### config.mk
export PLATFORM = sky130hd
export DESIGN_NAME = ld_write_arbiter_flat
export DESIGN_NICKNAME = d
export VERILOG_FILES = /design/src/rtl/ld_write_arbiter_pkg.sv /design/src/rtl/ld_write_arbiter_if.sv /design/src/rtl/ld_write_arbiter_rr_pick.sv /design/src/rtl/ld_write_arbiter.sv /design/src/flat_wrapper.sv
export SDC_FILE = /design/constraint.sdc
export NUM_CORES = 1
export LEC_CHECK = 0
export CAP_MARGIN = 30
export CORE_ASPECT_RATIO = 0.7
export CORE_UTILIZATION = 38
export CTS_CLUSTER_DIAMETER = 80
export DETAILED_ROUTE_END_ITERATION = 12
export PLACE_DENSITY = 0.87
export SLEW_MARGIN = 20
export SYNTH_ARGS = -nofsm -noshare
export SYNTH_HDL_FRONTEND = slang
export SYNTH_HIERARCHICAL = 1
export SYNTH_SLANG_ARGS = --single-unit
### constraint.sdc
create_clock -name clk -period 5.1 [get_ports clk]
set_input_delay 1.02 -clock clk [delete_from_list [all_inputs] [get_ports clk]]
set_output_delay 1.02 -clock clk [all_outputs]
set_load 0.02 [all_outputs]
### src/rtl/ld_write_arbiter_pkg.sv
`default_nettype none
// ld_pkg: shared constants, data types and arbiter states for ld_write_arbiter.
// Revision 1.0
package ld_pkg;

  localparam int LD_N_REQ = 4;
  localparam int LD_DEPTH = 8;
  localparam int LD_DW    = 20;
  localparam int LD_AW    = 4;

  typedef logic [LD_DW-1:0] ld_data_t;
  typedef logic [LD_AW-1:0] ld_addr_t;

  typedef enum logic [0:0] {
    RUN   = 1'b0,
    CLEAR = 1'b1
  } ld_arb_state_e;

endpackage
`default_nettype wire

### src/rtl/ld_write_arbiter_if.sv
`default_nettype none
// ld_write_arbiter_if: requester, clear-control and register-file write signals.
// Revision 1.0; carries err only when LD_ADDR_CHECK_EN is defined.
interface ld_write_arbiter_if
  import ld_pkg::*;
#(
  parameter int N_REQ = LD_N_REQ,
  parameter int DW    = LD_DW,
  parameter int AW    = LD_AW
) ();

  logic [N_REQ-1:0]    req;
  logic [N_REQ*AW-1:0] req_addr;
  logic [N_REQ*DW-1:0] req_data;
  logic [N_REQ-1:0]    ack;
  logic                clear_start;
  logic                busy;
  logic                clear_done;
  logic                wr_en;
  logic [AW-1:0]       wr_addr;
  logic [DW-1:0]       wr_data;

`ifdef LD_ADDR_CHECK_EN
  logic [N_REQ-1:0]    err;

  modport master (
    output req, req_addr, req_data, clear_start,
    input  ack, busy, clear_done, wr_en, wr_addr, wr_data, err
  );

  modport slave (
    input  req, req_addr, req_data, clear_start,
    output ack, busy, clear_done, wr_en, wr_addr, wr_data, err
  );
`else
  modport master (
    output req, req_addr, req_data, clear_start,
    input  ack, busy, clear_done, wr_en, wr_addr, wr_data
  );

  modport slave (
    input  req, req_addr, req_data, clear_start,
    output ack, busy, clear_done, wr_en, wr_addr, wr_data
  );
`endif

endinterface
`default_nettype wire

### src/rtl/ld_write_arbiter_rr_pick.sv
`default_nettype none
// rr_pick: combinational round-robin picker, first eligible index at or after rr_ptr.
// Revision 1.0
module rr_pick #(
  parameter int N_REQ = 4,
  parameter int IW    = (N_REQ > 1) ? $clog2(N_REQ) : 1
) (
  input  logic [N_REQ-1:0] eligible,
  input  logic [IW-1:0]    rr_ptr,
  output logic [IW-1:0]    winner,
  output logic             any_valid
);

  logic [IW-1:0] idx;

  // Scanning from the farthest offset down lets the nearest eligible index win last.
  always_comb begin
    winner    = '0;
    any_valid = 1'b0;
    idx       = '0;
    for (int k = N_REQ - 1; k >= 0; k--) begin
      idx = IW'((int'(rr_ptr) + k) % N_REQ);
      if (eligible[idx]) begin
        winner    = idx;
        any_valid = 1'b1;
      end
    end
  end

endmodule
`default_nettype wire

### src/rtl/ld_write_arbiter.sv
`default_nettype none
// ld_write_arbiter: one-write-per-cycle round-robin arbiter plus full-table clear sequencer.
// Revision 1.0; optional address range check under LD_ADDR_CHECK_EN (adds err).
module ld_write_arbiter
  import ld_pkg::*;
#(
  parameter int N_REQ = LD_N_REQ,
  parameter int DEPTH = LD_DEPTH,
  parameter int DW    = LD_DW,
  parameter int AW    = LD_AW
) (
  input  logic               clk,
  input  logic               rst,
  ld_write_arbiter_if.slave  bus
);

  localparam int IW = (N_REQ > 1) ? $clog2(N_REQ) : 1;
  localparam int CW = (DEPTH > 1) ? $clog2(DEPTH) : 1;
  localparam logic [CW-1:0] CNT_LAST = CW'(DEPTH - 1);

  ld_arb_state_e    state, state_nxt;
  logic [IW-1:0]    rr_ptr, rr_ptr_nxt;
  logic [CW-1:0]    clr_cnt, clr_cnt_nxt;
  logic [N_REQ-1:0] ack_q, ack_nxt;
  logic             wr_en_q, wr_en_nxt;
  logic [AW-1:0]    wr_addr_q, wr_addr_nxt;
  logic [DW-1:0]    wr_data_q, wr_data_nxt;
  logic             busy_q, busy_nxt;
  logic             done_q, done_nxt;

  logic [N_REQ-1:0] eligible;
  logic [IW-1:0]    winner;
  logic             any_valid;
  logic [AW-1:0]    win_addr;
  logic [DW-1:0]    win_data;

`ifdef LD_ADDR_CHECK_EN
  logic [N_REQ-1:0] err_q, err_nxt;
`endif

  // A requester acked this cycle still shows req; masking it prevents a double write.
  assign eligible = bus.req & ~ack_q;

  rr_pick #(
    .N_REQ (N_REQ),
    .IW    (IW)
  ) u_pick (
    .eligible  (eligible),
    .rr_ptr    (rr_ptr),
    .winner    (winner),
    .any_valid (any_valid)
  );

  assign win_addr = bus.req_addr[int'(winner)*AW +: AW];
  assign win_data = bus.req_data[int'(winner)*DW +: DW];

  always_comb begin
    state_nxt   = state;
    rr_ptr_nxt  = rr_ptr;
    clr_cnt_nxt = clr_cnt;
    ack_nxt     = '0;
    wr_en_nxt   = 1'b0;
    wr_addr_nxt = '0;
    wr_data_nxt = '0;
    busy_nxt    = 1'b0;
    done_nxt    = 1'b0;
`ifdef LD_ADDR_CHECK_EN
    err_nxt     = '0;
`endif
    case (state)
      RUN: begin
        if (bus.clear_start) begin
          state_nxt   = CLEAR;
          clr_cnt_nxt = '0;
          wr_en_nxt   = 1'b1;
          busy_nxt    = 1'b1;
        end else if (any_valid) begin
          rr_ptr_nxt      = (int'(winner) == N_REQ - 1) ? '0 : winner + 1'b1;
          ack_nxt[winner] = 1'b1;
`ifdef LD_ADDR_CHECK_EN
          if (32'(win_addr) >= DEPTH) begin
            err_nxt[winner] = 1'b1;
          end else begin
            wr_en_nxt   = 1'b1;
            wr_addr_nxt = win_addr;
            wr_data_nxt = win_data;
          end
`else
          wr_en_nxt   = 1'b1;
          wr_addr_nxt = win_addr;
          wr_data_nxt = win_data;
`endif
        end
      end
      CLEAR: begin
        // clr_cnt holds the address being written in the current cycle.
        if (clr_cnt == CNT_LAST) begin
          state_nxt   = RUN;
          clr_cnt_nxt = '0;
          done_nxt    = 1'b1;
        end else begin
          clr_cnt_nxt = clr_cnt + 1'b1;
          wr_en_nxt   = 1'b1;
          wr_addr_nxt = AW'(clr_cnt + 1'b1);
          busy_nxt    = 1'b1;
        end
      end
      default: state_nxt = RUN;
    endcase
  end

  always_ff @(posedge clk) begin
    if (rst) begin
      state     <= RUN;
      rr_ptr    <= '0;
      clr_cnt   <= '0;
      ack_q     <= '0;
      wr_en_q   <= 1'b0;
      wr_addr_q <= '0;
      wr_data_q <= '0;
      busy_q    <= 1'b0;
      done_q    <= 1'b0;
    end else begin
      state     <= state_nxt;
      rr_ptr    <= rr_ptr_nxt;
      clr_cnt   <= clr_cnt_nxt;
      ack_q     <= ack_nxt;
      wr_en_q   <= wr_en_nxt;
      wr_addr_q <= wr_addr_nxt;
      wr_data_q <= wr_data_nxt;
      busy_q    <= busy_nxt;
      done_q    <= done_nxt;
    end
  end

`ifdef LD_ADDR_CHECK_EN
  always_ff @(posedge clk) begin
    if (rst) begin
      err_q <= '0;
    end else begin
      err_q <= err_nxt;
    end
  end

  assign bus.err = err_q;
`endif

  assign bus.ack        = ack_q;
  assign bus.wr_en      = wr_en_q;
  assign bus.wr_addr    = wr_addr_q;
  assign bus.wr_data    = wr_data_q;
  assign bus.busy       = busy_q;
  assign bus.clear_done = done_q;

endmodule
`default_nettype wire
### src/flat_wrapper.sv
// flat-port wrapper written by rule: the top's interface ports become plain ports
module ld_write_arbiter_flat import ld_pkg::*;
#(
  parameter int N_REQ = LD_N_REQ,
  parameter int DEPTH = LD_DEPTH,
  parameter int DW    = LD_DW,
  parameter int AW    = LD_AW
)
  (clk, rst, bus_req, bus_req_addr, bus_req_data, bus_clear_start, bus_ack, bus_busy, bus_clear_done, bus_wr_en, bus_wr_addr, bus_wr_data);
  ld_write_arbiter_if #(.N_REQ(N_REQ), .DW(DW), .AW(AW)) bus_i ();
  input  logic clk;
  input  logic rst;
  input wire logic [$bits(bus_i.req)-1:0] bus_req;
  input wire logic [$bits(bus_i.req_addr)-1:0] bus_req_addr;
  input wire logic [$bits(bus_i.req_data)-1:0] bus_req_data;
  input wire logic [$bits(bus_i.clear_start)-1:0] bus_clear_start;
  output wire logic [$bits(bus_i.ack)-1:0] bus_ack;
  output wire logic [$bits(bus_i.busy)-1:0] bus_busy;
  output wire logic [$bits(bus_i.clear_done)-1:0] bus_clear_done;
  output wire logic [$bits(bus_i.wr_en)-1:0] bus_wr_en;
  output wire logic [$bits(bus_i.wr_addr)-1:0] bus_wr_addr;
  output wire logic [$bits(bus_i.wr_data)-1:0] bus_wr_data;
  assign bus_i.req = bus_req;
  assign bus_i.req_addr = bus_req_addr;
  assign bus_i.req_data = bus_req_data;
  assign bus_i.clear_start = bus_clear_start;
  assign bus_ack = bus_i.ack;
  assign bus_busy = bus_i.busy;
  assign bus_clear_done = bus_i.clear_done;
  assign bus_wr_en = bus_i.wr_en;
  assign bus_wr_addr = bus_i.wr_addr;
  assign bus_wr_data = bus_i.wr_data;
  ld_write_arbiter #(.N_REQ(N_REQ), .DEPTH(DEPTH), .DW(DW), .AW(AW)) u_core (.clk(clk), .rst(rst), .bus(bus_i));
endmodule
# Yosys cells after proc, flatten, opt, wreduce, memory -nomap -nowiden

Index checks and enable logic that the tools add are counted.

Register bits: 36
Bits of input ports: 103
Word-level logic and storage cells: 68

Add/sub/neg operators: 6
$mul: 1
Magnitude comparators: 6
Equality and inequality tests: 3
Shift-type cells: 2
Multiplexer cells: 33
Bitwise logic cells: 5
Reduce and logical (&&, ||, !) cells: 4

Operators by type and width:

| operator                                                              | count |
|---|---|
| 80-bit by 32-bit variable part select with 20-bit output              | 1 |
| 16-bit by 5-bit variable part select with 4-bit output                | 1 |
| 2-bit by 3-bit < comparator with 1-bit output (second input constant) | 5 |
| 1-bit 2-to-1 mux                                                      | 14 |
| 4-bit 2-to-1 mux                                                      | 3 |
| 2-bit 2-to-1 mux                                                      | 5 |
| 1-bit binary-select mux with 2-bit select                             | 4 |
| 4-bit case mux with 2 select lines                                    | 1 |
| 3-bit 2-to-1 mux                                                      | 2 |
| 3-bit case mux with 2 select lines                                    | 1 |
| 2-bit by 3-bit multiplier with 5-bit output (second input constant)   | 1 |
| 2-bit by 1-bit adder with 2-bit output (second input constant)        | 2 |
| 2-bit adder (second input constant)                                   | 2 |
| 3-bit by 1-bit adder with 4-bit output (second input constant)        | 1 |
| 4-bit bitwise AND                                                     | 1 |
| 4-bit NOT                                                             | 1 |
| 1-bit case mux with 2 select lines                                    | 2 |
| 4-bit OR reduction                                                    | 1 |
| 3-bit by 1-bit adder with 3-bit output (second input constant)        | 1 |
| 3-bit == test (second input constant)                                 | 1 |
| 1-bit NOT                                                             | 3 |
| 3-bit AND reduction                                                   | 1 |
| 1-bit demux with 2-bit select                                         | 1 |
| 2-bit by 1-bit == test with 1-bit output (second input constant)      | 1 |
| other kinds (4)                                                       | 4 |

# Logic depth before layout (Yosys ltp)

Gate-level depths: netlist of run 1.

Depth after elaboration: 12
Depth in mapped cells: 10
Mapped depth without buffers: 8

# Modules after synthesis

Netlist of run 1, hierarchy kept.

Modules (own cells, without submodules):

| module           | times used | cells an instance | area each (um^2) | sequential area each (um^2) |
|---|---|---|---|---|
| ld_write_arbiter | 1          | 140               | 1844.3           | 720.7 |
| rr_pick          | 1          | 13                | 77.6             | 0.0 |

# Worst setup path before layout of run 1

Ideal clock, no wire load.

Kind: input to register
From: input bus_req[3]
To: register u_core.wr_data_q[10], in the netlist u_core/bus.wr_data[10]
Arrival: 2.599 ns
Required time: 4.985 ns
Path slack: 2.386 ns
Cell stages on the path: 7
Cells stage by stage: nor2b_1 -> mux2i_1 -> a211oi_2 -> buf_6 -> buf_12 -> mux4_2 -> and2_1

Longest elaborated chain between the ends: 9
Elaborated cells between the ends (all ways): 21
Classes of those cells: mul (1); shift (1); mux (16); bitwise (2); reduce/logical (1)

RTL lines:

| what                                                         | RTL line                       | RTL |
|---|---|---|
| start, declared                                              | flat_wrapper.sv:13             | `input wire logic [$bits(bus_i.req)-1:0] bus_req;` |
| 4-bit bitwise AND (*)                                        | ld_write_arbiter.sv:42         | `assign eligible = bus.req & ~ack_q;` |
| 1-bit binary-select mux with 2-bit select                    | ld_write_arbiter_rr_pick.sv:23 | `if (eligible[idx]) begin` |
| 1-bit 2-to-1 mux (not written as such)                       | ld_write_arbiter_rr_pick.sv:23 |  |
| 2-bit 2-to-1 mux (3 in a row)                                | ld_write_arbiter_rr_pick.sv:23 |  |
| 2-bit 2-to-1 mux (*)                                         | ld_write_arbiter_rr_pick.sv:23 |  |
| named net u_core.winner[0]                                   | ld_write_arbiter.sv:32         | `logic [IW-1:0] winner;` |
| 2-bit by 3-bit multiplier with 5-bit output (*)              | ld_write_arbiter.sv:55         | `assign win_data = bus.req_data[int'(winner)*DW +: DW];` |
| 80-bit by 32-bit variable part select with 20-bit output (*) | ld_write_arbiter.sv:55         |  |
| end signal, assigned                                         | ld_write_arbiter.sv:130        | `wr_data_q <= wr_data_nxt;` |
| end, declared                                                | ld_write_arbiter.sv:27         | `logic [DW-1:0] wr_data_q, wr_data_nxt;` |

The timed path passes the listed nets; every way through them passes the cells marked *. The select of a mux whose other input is x is not followed.
A chain may end at the register's enable or synchronous reset.

# Worst setup path in the final report of run 1

From: input bus_req[3]
To: register u_core.rr_ptr[1]

Longest elaborated chain between the ends: 9
Elaborated cells between the ends (all ways): 21
Classes of those cells: add/sub (1); eq/ne (1); mux (17); bitwise (1); reduce/logical (1)

RTL lines:

| what                                                                                               | RTL line                       | RTL |
|---|---|---|
| 4-bit bitwise AND (*)                                                                              | ld_write_arbiter.sv:42         |  |
| named net u_core.eligible[3]                                                                       | ld_write_arbiter.sv:31         | `logic [N_REQ-1:0] eligible;` |
| 1-bit binary-select mux with 2-bit select                                                          | ld_write_arbiter_rr_pick.sv:23 |  |
| 1-bit 2-to-1 mux (not written as such)                                                             | ld_write_arbiter_rr_pick.sv:23 |  |
| 2-bit 2-to-1 mux (3 in a row)                                                                      | ld_write_arbiter_rr_pick.sv:23 |  |
| 2-bit 2-to-1 mux (*)                                                                               | ld_write_arbiter_rr_pick.sv:23 |  |
| named net u_core.winner[1]                                                                         | ld_write_arbiter.sv:32         |  |
| 2-bit by 1-bit adder with 2-bit output or 2-bit by 1-bit == test with 1-bit output (tied branches) | ld_write_arbiter.sv:78         | `rr_ptr_nxt = (int'(winner) == N_REQ - 1) ? '0 : winner + 1'b1;` |
| 2-bit 2-to-1 mux (*)                                                                               | ld_write_arbiter.sv:78         |  |
| end signal, assigned                                                                               | ld_write_arbiter.sv:125        | `rr_ptr <= rr_ptr_nxt;` |
| end, declared                                                                                      | ld_write_arbiter.sv:22         | `logic [IW-1:0] rr_ptr, rr_ptr_nxt;` |

Marks and branches as above.

==> impl_table.tex, run 1 <==
\begin{tabular}{lr}
\hline
Metric & Value \\
\hline
\multicolumn{2}{l}{\textbf{Setup path}} \\
\quad Worst setup EP type & flop \\
\quad Worst endpoint data arrival time & 3530 ps \\
\quad Critical path peak fanout & 15 \\
\quad Crit path launch type & input port \\
\quad Start-to-end type of the worst setup path & input port to flop \\
\quad Required @ worst endpoint & 5260 ps \\
\multicolumn{2}{l}{\textbf{Layout}} \\
\quad Post-synthesis to final-layout area growth & 75.9\% \\
\quad Fraction of final layout cells with drive strength greater than 1 & 0.111 \\
\quad Final Non-Filler Cells & 357 \\
\quad Number of diodes & 0 \\
\quad Fin nets & 397 \\
\multicolumn{2}{l}{\textbf{STA}} \\
\quad Final hold violation count & 0 \\
\quad Hold slack final & 508 ps \\
\quad Slew at the pin closest to its max-slew limit & 750 ps \\
\quad Accumulated negative setup slack & 0 ps \\
\quad Final worst clock skew & 4.98 ps \\
\quad Final setup violation count & 0 \\
\quad Slew Viols, Final & 0 \\
\quad Period Utilization, post-route & 0.660 \\
\quad Post-layout minimum cycle time & 3360 ps \\
\quad Unrepaired setup endpoints after global routing & no \\
\quad Achievable Freq & 297 MHz \\
\quad Tightest slew margin relative to the limit & 0.499 \\
\multicolumn{2}{l}{\textbf{Synthesis}} \\
\quad Cell area after synthesis & 1920 um\^{}2 \\
\quad Post-synthesis sequential area ratio & 0.375 \\
\quad Synthesized Nets & 263 \\
\quad YS warnings & 6 \\
\quad Syn Area/Cell & 12.6 um\^{}2 \\
\quad Number of different library cells in the post-synthesis netlist & 24 \\
\quad Post-synthesis sequential element count & 36 \\
\quad Mapped Cells & 153 \\
\multicolumn{2}{l}{\textbf{Drt}} \\
\quad Routed Wire Length & 5280 um \\
\quad Number of design rule violations left after detail routing & 0 \\
\quad Vias per std cell & 4.80 \\
\quad Number of nets with antenna violations after detailed routing & 0 \\
\quad Drt first-iter violations & 35 \\
\quad Detailed-router iteration count before antenna repair & 4 \\
\quad Routed wire length per instance & 14.8 um \\
\quad Vias after detailed routing & 1713 \\
\multicolumn{2}{l}{\textbf{Place}} \\
\quad Last weighted congestion value of the routability-driven placer & 0.766 \\
\quad Number of placed instances, taps included & 349 \\
\quad Detailed placement HPWL & 4310 um \\
\quad Buffers on Ports & 133 \\
\multicolumn{2}{l}{\textbf{Floorplanning}} \\
\quad Initial Utilization & 0.400 \\
\quad Number of cell rows & 21 \\
\quad IO Pins & 134 \\
\quad Core Region & 4810 um\^{}2 \\
\quad Die Height & 61.5 um \\
\quad Die width & 87 um \\
\quad Die Outline Area & 5350 um\^{}2 \\
\multicolumn{2}{l}{\textbf{Global routing}} \\
\quad Largest net degree at the start of global routing & 21 \\
\quad Total grt overflow & 0 \\
\quad Global-route wire length before repair & 8140 um \\
\quad Vias in the first global route & 1765 \\
\quad Antenna violations before repair & 0 \\
\quad Total Routing Usage GR & 0.211 \\
\multicolumn{2}{l}{\textbf{Pwr}} \\
\quad Switching share of total power & 0.255 \\
\quad Combinational Power Share & 0.350 \\
\quad Leakage Power & 1.27 nW \\
\quad Flop pwr share & 0.392 \\
\quad Clock network power share & 0.258 \\
\quad Psw & 0.201 mW \\
\quad Power per unit of standard cell area & 233 nW/um\^{}2 \\
\quad Maximum vdd drop & 0.000109 V \\
\quad Cell Int Power & 0.586 mW \\
\multicolumn{2}{l}{\textbf{Clocking}} \\
\quad Deepest level of the CTS H-tree & 2 \\
\quad Root buffer cell & sky130\_fd\_sc\_hd\_\_clkbuf\_8 \\
\quad Clock Sinks & 36 \\
\quad Cts-stage hold buffer count & 0 \\
\quad Number of cells upsized or downsized after cts & 0 \\
\quad Insertion delay of the later-clocked pin in the worst-skew pair & 290 ps \\
\quad Clock transition at path regs & 70 ps \\
\quad Postcts setup bufs & 0 \\
\quad Maximum buffer depth of the clock tree & 2 \\
\quad TritonCTS clock tree & built \\
\quad Number of CTS-inserted buffers & 5 \\
\multicolumn{2}{l}{\textbf{Worst hold path}} \\
\quad Worst hold path type & flop to flop \\
\multicolumn{2}{l}{\textbf{Run}} \\
\quad Max\_cap viols & 0 \\
\multicolumn{2}{l}{\textbf{Run status}} \\
\quad Run status & complete, no violations \\
\hline
\end{tabular}
## registers in the layout (all words and copies together), names as in the netlist
register               count
u_core/rr_ptr              2
u_core/clr_cnt             3
u_core/bus.wr_data        20
u_core/bus.busy            1
u_core/bus.wr_addr         4
u_core/bus.clear_done      1
u_core/bus.wr_en           1
u_core/bus.ack             4
## power by group through the flow
stage,Combinational [mW],Clock (mW),Sequential [mW]
final,0.276,0.203,0.308
after global placement,0.270,0,0.314
after CTS,0.280,0.208,0.308
after floorplan,0.141,0,0.331
after global routing,0.296,0.226,0.310
after detailed placement,0.277,0,0.315
## placed cells by master (no fill, tap or decap), types with 3 or more instances in the layout
| cell type | instances |
|---|---|
| sky130_fd_sc_hd__buf_4 | 3 |
| sky130_fd_sc_hd__mux2i_1 | 3 |
| sky130_fd_sc_hd__mux4_1 | 6 |
| sky130_fd_sc_hd__o21ai_1 | 3 |
| sky130_fd_sc_hd__nor2b_1 | 4 |
| sky130_fd_sc_hd__clkbuf_8 | 6 |
| sky130_fd_sc_hd__a21oi_1 | 3 |
| sky130_fd_sc_hd__inv_1 | 3 |
| sky130_fd_sc_hd__nor3b_1 | 5 |
| sky130_fd_sc_hd__clkdlybuf4s50_1 | 133 |
| sky130_fd_sc_hd__ha_1 | 7 |
| sky130_fd_sc_hd__dfxtp_1 | 36 |
| sky130_fd_sc_hd__nand2_1 | 9 |
| sky130_fd_sc_hd__mux4_2 | 18 |
| sky130_fd_sc_hd__and2_1 | 24 |
| sky130_fd_sc_hd__nor2_1 | 10 |
| sky130_fd_sc_hd__nand2b_1 | 3 |
## critical path, cell delays in order
cell	delay (ps)
sky130_fd_sc_hd__clkdlybuf4s50_1	450
sky130_fd_sc_hd__nor2b_1	240
sky130_fd_sc_hd__nand2b_1	160
sky130_fd_sc_hd__a211oi_1	90
sky130_fd_sc_hd__nor2_2	590
sky130_fd_sc_hd__buf_4	340
sky130_fd_sc_hd__inv_1	90
sky130_fd_sc_hd__ha_1	270
sky130_fd_sc_hd__mux2i_1	180
sky130_fd_sc_hd__nor2_1	70
## kinds of logic (layout without fill, tap and decap cells)
| group | after synthesis | in the layout | share of synthesized area |
|---|---|---|---|
| DFF | 36 | 36 | 0.375 |
| and+or+nand+nor | 59 | 59 | 0.180 |
| AOI/OAI and AO/OA | 11 | 11 | 0.0371 |
| adders and majority gates | 7 | 7 | 0.0456 |
| muxes | 27 | 27 | 0.309 |
| buffers and inverters | 13 | 148 | 0.0540 |
## final cells by class
cell class / count / area [um^2]
multi-input combinational: 104 / 1110
tap: 69 / 86.3
fill: 361 / 1430
sequential: 36 / 721
inverter: 3 / 11.3
clock buffer: 8 / 90.1
timing repair buffer: 137 / 1370
## layer usage
| metal | global-route usage | vias up | part of all wire |
|---|---|---|---|
| met4 | 0.0571 | 0 | 0.011 |
| met2 | 0.403 | 78 | 0.51 |
| met1 | 0.231 | 806 | 0.40 |
| met5 | 0 | - | 0 |
| li1 | - | 822 | - |
| met3 | 0.0684 | 7 | 0.081 |
## synthesized netlist by cell type
library cell / count / area, um^2
sky130_fd_sc_hd__or2_2: 1 / 6.26
sky130_fd_sc_hd__buf_6: 2 / 22.5
sky130_fd_sc_hd__nand2b_1: 3 / 18.8
sky130_fd_sc_hd__inv_1: 3 / 11.3
sky130_fd_sc_hd__nor3b_1: 5 / 37.5
sky130_fd_sc_hd__a211oi_2: 1 / 12.5
sky130_fd_sc_hd__buf_2: 6 / 30.0
sky130_fd_sc_hd__and2_1: 24 / 150
sky130_fd_sc_hd__dfxtp_1: 36 / 721
sky130_fd_sc_hd__nor2_1: 11 / 41.3
sky130_fd_sc_hd__a21oi_1: 3 / 15.0
sky130_fd_sc_hd__nand4b_1: 1 / 8.76
sky130_fd_sc_hd__mux4_2: 18 / 405
sky130_fd_sc_hd__a31oi_1: 1 / 6.26
sky130_fd_sc_hd__nor2b_1: 4 / 25.0
sky130_fd_sc_hd__mux4_1: 6 / 158
sky130_fd_sc_hd__a211oi_1: 2 / 15.0
sky130_fd_sc_hd__o31ai_1: 1 / 7.51
sky130_fd_sc_hd__buf_12: 2 / 40.0
sky130_fd_sc_hd__nand2_1: 9 / 33.8
sky130_fd_sc_hd__ha_1: 7 / 87.6
sky130_fd_sc_hd__mux2i_1: 3 / 30.0
sky130_fd_sc_hd__o21ai_1: 3 / 15.0
sky130_fd_sc_hd__nor4b_4: 1 / 23.8
## worst paths after layout
path / startpoint / endpoint / slack [ps] / cells after the start
setup reg to reg: u_core/bus.ack[3] / u_core/rr_ptr[1] / 2620 / 9
hold / removal: u_core/clr_cnt[1] / u_core/bus.wr_addr[3] / 510 / 2
setup / recovery: bus_req[3] / u_core/rr_ptr[1] / 1740 / 10
hold reg to reg: u_core/clr_cnt[1] / u_core/bus.wr_addr[3] / 510 / 2
## through the flow
stage / power [mW] / setup slack (ps) / instance area [um^2] / utilization
6_report: 0.787 / 1740 / 3380 / 0.703
5_1_grt: 0.832 / 1610 / 3380 / 0.703
4_1_cts: 0.796 / 1740 / 3380 / 0.703
3_5_place_dp: 0.592 / 1520 / 3290 / 0.684
3_3_place_gp: 0.584 / 1610 / 3280 / 0.682
2_1_floorplan: 0.471 / 2390 / 1920 / -
(Power assumes the default switching activity.)
==> inputs of run 2 (changes only) <==
Settings changed: CORE_UTILIZATION 38 to 32, PLACE_DENSITY 0.87 to 0.78.
Clock period 5.1 ns to 2.95 ns, I/O delays scaled along.
==> run 2 against run 1 <==
Setup slack got worse by 1500 ps. Final area rose by 2.3%. Via count rose by 2.5%. Non-clock buffer count rose by 7. Clock skew barely moved. Sequential power rose by 73%. First-iteration DRC count rose by 5.7%. Critical path depth fell by 1. Flip-flop and latch count did not move. Global-route usage fell by 3.8 points. Combinational power rose by 81%. Core utilization fell by 10 points.
==> impl_table.tex, run 2 (synthesis results as in run 1) <==
\begin{tabular}{lr}
\hline
Metric & Value \\
\hline
\multicolumn{2}{l}{\textbf{Clocking}} \\
\quad Insertion delay of the later-clocked pin in the worst-skew pair & 280 ps (was 290 ps) \\
\quad Postcts setup bufs & 0 (unchanged) \\
\quad Deepest level of the CTS H-tree & 2 (unchanged) \\
\quad TritonCTS clock tree & built (unchanged) \\
\quad Clock Sinks & 36 (unchanged) \\
\quad Cts-stage hold buffer count & 0 (unchanged) \\
\quad Clock transition at path regs & 70 ps (about the same) \\
\quad Root buffer cell & sky130\_fd\_sc\_hd\_\_clkbuf\_8 (unchanged) \\
\quad Number of CTS-inserted buffers & 5 (unchanged) \\
\quad Number of cells upsized or downsized after cts & 0 (unchanged) \\
\quad Maximum buffer depth of the clock tree & 2 (unchanged) \\
\multicolumn{2}{l}{\textbf{Drt}} \\
\quad Number of nets with antenna violations after detailed routing & 0 (unchanged) \\
\quad Routed wire length per instance & 14.0 um (was 14.8 um) \\
\quad Detailed-router iteration count before antenna repair & 4 (unchanged) \\
\quad Vias after detailed routing & 1756 (was 1713) \\
\quad Vias per std cell & 4.75 (was 4.80) \\
\quad Drt first-iter violations & 37 (was 35) \\
\quad Number of design rule violations left after detail routing & 0 (unchanged) \\
\quad Routed Wire Length & 5190 um (was 5280 um) \\
\multicolumn{2}{l}{\textbf{Place}} \\
\quad Last weighted congestion value of the routability-driven placer & 0.807 (was 0.766) \\
\quad Detailed placement HPWL & 4360 um (was 4310 um) \\
\quad Buffers on Ports & 133 (unchanged) \\
\quad Worst slack after detailed placement & -85.9 ps (was 1520 ps) \\
\multicolumn{2}{l}{\textbf{Setup path}} \\
\quad Crit path launch type & input port (unchanged) \\
\quad Critical path peak fanout & 12 (was 15) \\
\quad Highest-delay cell along the critical path & sky130\_fd\_sc\_hd\_\_nor2\_2 (unchanged) \\
\quad Start-to-end type of the worst setup path & input port to flop (unchanged) \\
\quad Worst setup EP type & flop (unchanged) \\
\quad Worst endpoint data arrival time & 2900 ps (was 3530 ps) \\
\quad Cell breakdown of the critical path & clkdlybuf4s50\_1 > nor2b\_1 > nand2b\_1 > a211oi\_1 > nor2\_2 > buf\_8 > buf\_4 > mux4\_1 > and2\_1 (was clkdlybuf4s50\_1 > nor2b\_1 > nand2b\_1 > a211oi\_1 > nor2\_2 > buf\_4 > inv\_1 > ha\_1 > mux2i\_1 > nor2\_1) \\
\quad Highest cell delay on the worst timing path & 540 ps (was 590 ps) \\
\quad Top cell family by delay on the critical path & simple AND/OR/NAND/NOR gates (unchanged) \\
\quad CP Buf/Inv Count & 3 (unchanged) \\
\quad Required @ worst endpoint & 3120 ps (was 5260 ps) \\
\multicolumn{2}{l}{\textbf{Floorplanning}} \\
\quad Core Region & 5760 um\^{}2 (was 4810 um\^{}2) \\
\quad IO Pins & 134 (unchanged) \\
\quad Initial Utilization & 0.334 (was 0.400) \\
\quad Die width & 94.6 um (was 87 um) \\
\quad Die Outline Area & 6320 um\^{}2 (was 5350 um\^{}2) \\
\quad Number of cell rows & 23 (was 21) \\
\quad Die Height & 66.8 um (was 61.5 um) \\
\multicolumn{2}{l}{\textbf{Global routing}} \\
\quad Total grt overflow & 0 (unchanged) \\
\quad Largest net degree at the start of global routing & 19 (was 21) \\
\quad Total Routing Usage GR & 0.173 (was 0.211) \\
\quad Global-route wire length before repair & 8110 um (was 8140 um) \\
\quad Vias in the first global route & 1735 (was 1765) \\
\quad Antenna violations before repair & 0 (unchanged) \\
\multicolumn{2}{l}{\textbf{STA}} \\
\quad Final setup margin & 226 ps (was 1740 ps) \\
\quad Final setup violation count & 0 (unchanged) \\
\quad Period Utilization, post-route & 0.923 \\
\quad Post-layout minimum cycle time & 2720 ps \\
\quad Final hold violation count & 0 (unchanged) \\
\quad Final worst clock skew & 5.44 ps (was 4.98 ps) \\
\quad Hold slack final & 503 ps (was 508 ps) \\
\quad Unrepaired setup endpoints after global routing & no (unchanged) \\
\quad Tightest slew margin relative to the limit & 0.546 (was 0.499) \\
\quad Slew Viols, Final & 0 (unchanged) \\
\quad Achievable Freq & 367 MHz \\
\quad Slew at the pin closest to its max-slew limit & 681 ps (was 750 ps) \\
\multicolumn{2}{l}{\textbf{Pwr}} \\
\quad Leakage Power & 1.32 nW (was 1.27 nW) \\
\quad Power per unit of standard cell area & 399 nW/um\^{}2 (was 233 nW/um\^{}2) \\
\quad Maximum vdd drop & 0.000167 V (was 0.000109 V) \\
\multicolumn{2}{l}{\textbf{Layout}} \\
\quad Area taken by flip-flops and latches & 721 um\^{}2 (unchanged) \\
\quad Commonest non-fill, non-tap cells in the layout & sky130\_fd\_sc\_hd\_\_clkdlybuf4s50\_1 (133), sky130\_fd\_sc\_hd\_\_dfxtp\_1 (36), sky130\_fd\_sc\_hd\_\_and2\_1 (24) (unchanged) \\
\quad Number of filler instances in the final layout & 496 (was 361) \\
\quad Fraction of final layout cells with drive strength greater than 1 & 0.139 (was 0.111) \\
\quad Fin nets & 404 (was 397) \\
\quad Number of diodes & 0 (unchanged) \\
\quad Number of flip-flops in the largest register & 20 (unchanged) \\
\quad Most common cell after layout, fill and taps aside & sky130\_fd\_sc\_hd\_\_clkdlybuf4s50\_1 (unchanged) \\
\quad Area used by multi-input combinational logic & 1110 um\^{}2 (unchanged) \\
\quad Post-synthesis to final-layout area growth & 80.0\% (was 75.9\%) \\
\multicolumn{2}{l}{\textbf{Run status}} \\
\quad Run status & complete, no violations (unchanged) \\
\multicolumn{2}{l}{\textbf{Run}} \\
\quad Max\_cap viols & 0 (unchanged) \\
\multicolumn{2}{l}{\textbf{Worst hold path}} \\
\quad Worst hold path type & flop to flop (unchanged) \\
\hline
\end{tabular}
run 2: worst min-delay path, stage by stage (launching register included):
cell and delay, ps:
sky130_fd_sc_hd__dfxtp_1 320, sky130_fd_sc_hd__nand4b_1 90, sky130_fd_sc_hd__o21ai_1 50
run 2: where the power goes:
part | total (mW) | switching (mW) | internal (mW)
Combinational | 0.499 | 0.174 | 0.325
Clock | 0.351 | 0.165 | 0.186
Sequential | 0.532 | 0.0157 | 0.516
run 2: layout make-up:
type | count | area share
Clock buffer | 6 | 0.0239
Multi-Input combinational cell | 104 | 0.320
Sequential cell | 36 | 0.208
Clock inverter | 2 | 0.00289
Tap cell | 75 | 0.0271
Inverter | 3 | 0.00325
Timing Repair Buffer | 144 | 0.414
run 2: through the flow:
stage / utilization / setup TNS (ps) / cell area, um^2 / std cells / total power, mW
6_report: 0.601 / 0 / 3460 / 370 / 1.38
3_3_place_gp: 0.582 / -4820 / 3350 / 361 / 1.03
3_5_place_dp: 0.585 / -351 / 3370 / 362 / 1.05
2_1_floorplan: - / 0 / 1920 / 153 / 0.815
4_1_cts: 0.601 / 0 / 3460 / 370 / 1.40
5_1_grt: 0.601 / 0 / 3460 / 370 / 1.47
run 2: metal layers:
layer	share of wire	vias to the layer above	global-route usage
li1	-	841	-
met1	0.39	825	0.198
met2	0.49	81	0.309
met3	0.098	9	0.0514
met4	0.016	0	0.0568
met5	0	-	0
run 2: worst paths after layout:
check	slack, ps	cells past startpoint	to	startpoint
setup / recovery	230	9	u_core/bus.wr_data[7]	bus_req[3]
hold reg to reg	500	2	u_core/bus.wr_addr[3]	u_core/clr_cnt[1]
setup reg to reg	700	8	u_core/bus.wr_data[7]	u_core/bus.ack[3]
hold / removal	500	2	u_core/bus.wr_addr[3]	u_core/clr_cnt[1]
